--- config.mk ---
export PLATFORM = sky130hd
export DESIGN_NAME = gray_step_decoder
export DESIGN_NICKNAME = d
export VERILOG_FILES = /design/src/rtl/gray_step_decoder.sv
export SDC_FILE = /design/constraint.sdc
export NUM_CORES = 1
export LEC_CHECK = 0
export BUFFER_PORTS_ARGS = -buffer_cell sky130_fd_sc_hd__buf_2
export CAP_MARGIN = 20
export CORE_ASPECT_RATIO = 1.2
export CORE_MARGIN = 10
export CORE_UTILIZATION = 50
export DETAILED_ROUTE_END_ITERATION = 12
export PLACE_DENSITY = 0.73
export SKIP_LAST_GASP = 1
export SLEW_MARGIN = 10
export SYNTH_ARGS = -nofsm -noshare
export SYNTH_HDL_FRONTEND = slang
export SYNTH_SLANG_ARGS = --single-unit
--- constraint.sdc ---
create_clock -name clk -period 3.16 [get_ports clk]
set_input_delay 0.316 -clock clk [delete_from_list [all_inputs] [get_ports clk]]
set_output_delay 0.316 -clock clk [all_outputs]
set_load 0.005 [all_outputs]
--- src/rtl/gray_step_decoder.sv ---
// -----------------------------------------------------------------------------
// gray_step_decoder
//   Consumer side of a Gray up/down counter link. Synchronizes an asynchronous
//   Gray bus, decodes it to binary and classifies every change as +1, -1 or an
//   illegal jump. Keeps a wrapping position count and a saturating error count.
//
// Ports
//   clk      : system clock, rising edge
//   areset   : asynchronous reset, active-high
//   gray_in  : Gray-coded input, may change asynchronously to clk
//   clr_err  : synchronous clear of err_cnt
//   bin_out  : binary value of the last accepted sample
//   pos      : accumulated position, mod 2^POS_W
//   step_up  : one-cycle pulse on an accepted +1 step
//   step_dn  : one-cycle pulse on an accepted -1 step
//   err      : one-cycle pulse on an illegal transition
//   err_cnt  : saturating count of illegal transitions
//   locked   : high while tracking (no outstanding fault)
// -----------------------------------------------------------------------------
module gray_step_decoder #(
   parameter int GW    = 3,
   parameter int POS_W = 8,
   parameter int ERR_W = 4
) (
   input  logic             clk,
   input  logic             areset,
   input  logic [GW-1:0]    gray_in,
   input  logic             clr_err,
   output logic [GW-1:0]    bin_out,
   output logic [POS_W-1:0] pos,
   output logic             step_up,
   output logic             step_dn,
   output logic             err,
   output logic [ERR_W-1:0] err_cnt,
   output logic             locked
);

   typedef enum logic [1:0] {ACQ, TRACK, FAULT} state_t;

   state_t        state;
   logic [1:0]    acq_cnt;
   logic [GW-1:0] sync1, sync2, prev_bin;
   logic [GW-1:0] b_new, delta;
   logic          is_hold, is_up, is_dn, illegal_evt;

   // Gray -> binary: each binary bit is the XOR of all Gray bits at or above it.
   always_comb begin
      b_new = '0;
      b_new[GW-1] = sync2[GW-1];
      for (int i = GW-2; i >= 0; i--)
         b_new[i] = b_new[i+1] ^ sync2[i];
   end

   // Modular difference makes the max-code <-> zero-code wrap a legal +-1.
   assign delta       = b_new - prev_bin;
   assign is_hold     = (delta == '0);
   assign is_up       = (delta == GW'(1));
   assign is_dn       = (delta == '1);
   assign illegal_evt = (state != ACQ) && !is_hold && !is_up && !is_dn;

   assign bin_out = prev_bin;

   always_ff @(posedge clk or posedge areset) begin
      if (areset) begin
         state    <= ACQ;
         acq_cnt  <= '0;
         sync1    <= '0;
         sync2    <= '0;
         prev_bin <= '0;
         pos      <= '0;
         err_cnt  <= '0;
         step_up  <= 1'b0;
         step_dn  <= 1'b0;
         err      <= 1'b0;
         locked   <= 1'b0;
      end else begin
         sync1   <= gray_in;
         sync2   <= sync1;
         step_up <= 1'b0;
         step_dn <= 1'b0;
         err     <= 1'b0;

         case (state)
            // Two edges fill the synchronizer; the third takes the current
            // input as origin without reporting a step.
            ACQ: begin
               if (acq_cnt == 2'd2) begin
                  prev_bin <= b_new;
                  state    <= TRACK;
                  locked   <= 1'b1;
               end else begin
                  acq_cnt <= acq_cnt + 2'd1;
               end
            end
            TRACK, FAULT: begin
               if (is_up) begin
                  pos      <= pos + POS_W'(1);
                  step_up  <= 1'b1;
                  prev_bin <= b_new;
                  state    <= TRACK;
                  locked   <= 1'b1;
               end else if (is_dn) begin
                  pos      <= pos - POS_W'(1);
                  step_dn  <= 1'b1;
                  prev_bin <= b_new;
                  state    <= TRACK;
                  locked   <= 1'b1;
               end else if (!is_hold) begin
                  // Resynchronize to the new code so one glitch yields one error.
                  err      <= 1'b1;
                  prev_bin <= b_new;
                  state    <= FAULT;
                  locked   <= 1'b0;
               end
            end
            default: begin
               state  <= ACQ;
               locked <= 1'b0;
            end
         endcase

         // Clear takes priority, but a same-cycle error is still counted.
         if (clr_err)
            err_cnt <= illegal_evt ? ERR_W'(1) : '0;
         else if (illegal_evt && (err_cnt != '1))
            err_cnt <= err_cnt + ERR_W'(1);
      end
   end

endmodule

==> results.yml <==
run_status:
  status: "complete, but fails checks"
  failed_checks: "negative setup slack"
sta:
  whs_ps: 40.7
  min_period_over_period_pct: 106
  post-route-min-period_ps: 3350
  drv_slew: 0
  maxSlewHeadroom_pct: 60.0
  fin_ws_ps: -189
  finalSetupViolCount: 3
  clock_skew_ps: 3.97
  rsz0062_at_grt: "yes"
  tightest_slew_ps: 600
  hold_viol: 0
  fmax_mhz: 299
route:
  drt_iter0_drc: 35
  vias: 1247
  routed_wl_mm: 3.59
  post-route-drc-count: 0
  vias_per_cell: 5.54
  wl_per_cell_um: 15.9
  drtPass1Iterations: 4
  drtAntennaViolNets: 0
grt:
  grt_usage_pct: 12.1
  overflow: 0
  antenna_found_initial: 0
  grt_pass1_wl_mm: 5.71
  grt_pass1_vias: 1262
  grt_max_degree: 30
logic_synthesis:
  synth_area_um2: 1590
  syn_inst: 142
  synthArstFlopShare_pct: 100
  yosysWarnings: 0
  ys_seq_area_share_pct: 45.6
  synth-seq-cells: 29
  synth_flop_cell: "dfrtp_1"
  synth_nets: 162
  yosysUniqueCellTypes: 42
  syn_avg_cell_area_um2: 11.2
  synth_edf_count: 0
clock_network:
  clk_latency_ps: 330
  cts.clk_slew.worst_paths_ps: 90
  clockRootBuffer: "clkbuf_4"
  cts_htree_levels: 2
  cts_sinks: 29
  cts_buffers: 5
  cts_tree: "done"
  clockBufferDepth: 2
  ctsHoldBuffers: 0
finish:
  diodes: 0
  mostFrequentLayoutCells: "29 x dfrtp_1, 24 x buf_2, 12 x nand2_1, 12 x buf_4, 10 x inv_1"
  nets: 208
  layout_commonest_cell: "dfrtp_1"
  syn2layout_area_growth_pct: 31.9
  drive_gt1_share_pct: 41.8
worst_setup_path:
  critPathLaunchType: "flop"
  critPathKind: "reg -> reg"
  r2r_cells: 13
  critPathCaptureType: "flop"
  worst_ep_required_time_ps: 3400
  reg2reg_to: "pos[7]"
  ff2ff_setup_slack_ps: -190
  worst_ep_arrival_time_ps: 3590
  r2r-start: "sync2[1]"
  crit_fanout: 8
floorplan:
  dieHeight_um: 81.8
  initial_core_util_pct: 52.0
  io-pin-count: 25
  rows: 22
  coreArea_um2: 3060
  dieArea_um2: 5850
  fp.dieW_um: 71.5
hold_path:
  hold_class: "in -> async"
place:
  io_buffers: 24
  pre_cts_ws_ps: -144
  place_congestion: 0.846
  dp_hpwl_mm: 2.44
flow_run:
  maxCapViolations: 0
Yosys cell counts (all sizes together) (3+ instances only):
cell type / count / area [um2]
xor2: 4 / 35.0
xnor2: 4 / 35.0
o211ai: 3 / 22.5
o21ai: 7 / 35.0
o31ai: 3 / 27.5
mux2: 6 / 71.3
nor2: 3 / 11.3
nand2b: 6 / 37.5
a21oi: 8 / 43.8
ha: 12 / 150
nand3: 3 / 15.0
nor3: 3 / 20.0
nand2: 13 / 48.8
dfrtp: 29 / 726
inv: 11 / 41.3
kinds of logic (layout without fill, tap and decap cells):
group	count (synthesis)	in the layout	share of synthesized area (%)
AO/OA/AOI/OAI	34	34	14.6
XOR/XNOR	10	10	7.39
adder cells (fa/ha/maj)	14	14	12.0
buffers and inverters	11	58	2.60
flip-flops	29	29	45.6
multiplexers	7	7	5.11
AND/OR/NAND/NOR	37	37	12.7
flip-flops by register name, summed over array words and instances, names as in the netlist:
signal	cells
err	1
state	2
step_dn	1
pos	8
sync2	3
sync1	3
step_up	1
acq_cnt	2
bin_out	3
err_cnt	4
locked	1
layer usage:
metal | vias to the layer above | share of wire (%) | routed length [um] | GRT usage [%]
met2 | 29 | 51 | 1820 | 20.2
met1 | 601 | 43 | 1530 | 13.7
met4 | 0 | 1.6 | 57 | 6.40
met5 | - | 0 | 0 | 0
li1 | 612 | - | - | -
met3 | 5 | 5.1 | 183 | 3.74
metrics by stage:
step | TNS, ps | instances | utilization [%] | instance area [um2]
after floorplan | -106 | 142 | - | 1680
after global placement | -21.4 | 210 | 62.3 | 1900
after detailed placement | -385 | 210 | 62.3 | 1900
after CTS | -160 | 222 | 66.1 | 2020
after global routing | -986 | 225 | 68.7 | 2100
final | -317 | 225 | 68.7 | 2100
timing repair:
action / in CTS / in global routing
gates resized for setup: 9 / 9
buffers inserted: 4 / 3
endpoints found under the setup margin: 5 / 6
pin swaps: 9 / 8
gates cloned: 0 / 0
critical path: stages (launching register included):
cell       delay (ps)
dfrtp_1           410
xor2_2            230
xnor2_2           150
ha_2              200
inv_2              40
fa_2              340
xnor3_2           240
or3_4             490
ha_4              250
o211ai_1          280
o211ai_1          140
buf_4             170
a211o_1           260
o2111ai_1          70
final cells by class:
cell class	instances	area (um2)
clock buffer	6	41.3
fill	229	957
timing repair buffer	39	248
inverter	11	41.3
sequential	29	726
clock inverter	2	10.0
tap	36	45.0
multi-input combinational	102	987
how the worst max path moves through the flow:
stage	start	to	cells past startpoint
floorplan	sync2[2]	pos[7]	12
global placement	sync2[1]	pos[7]	12
detailed placement	sync2[1]	pos[7]	12
global route	sync2[1]	pos[7]	13
finish	sync2[1]	pos[7]	13
CTS	sync2[1]	pos[7]	13
Power is not shown: default switching activity piles up to over one toggle a cycle in this logic, so the estimate is an artifact.
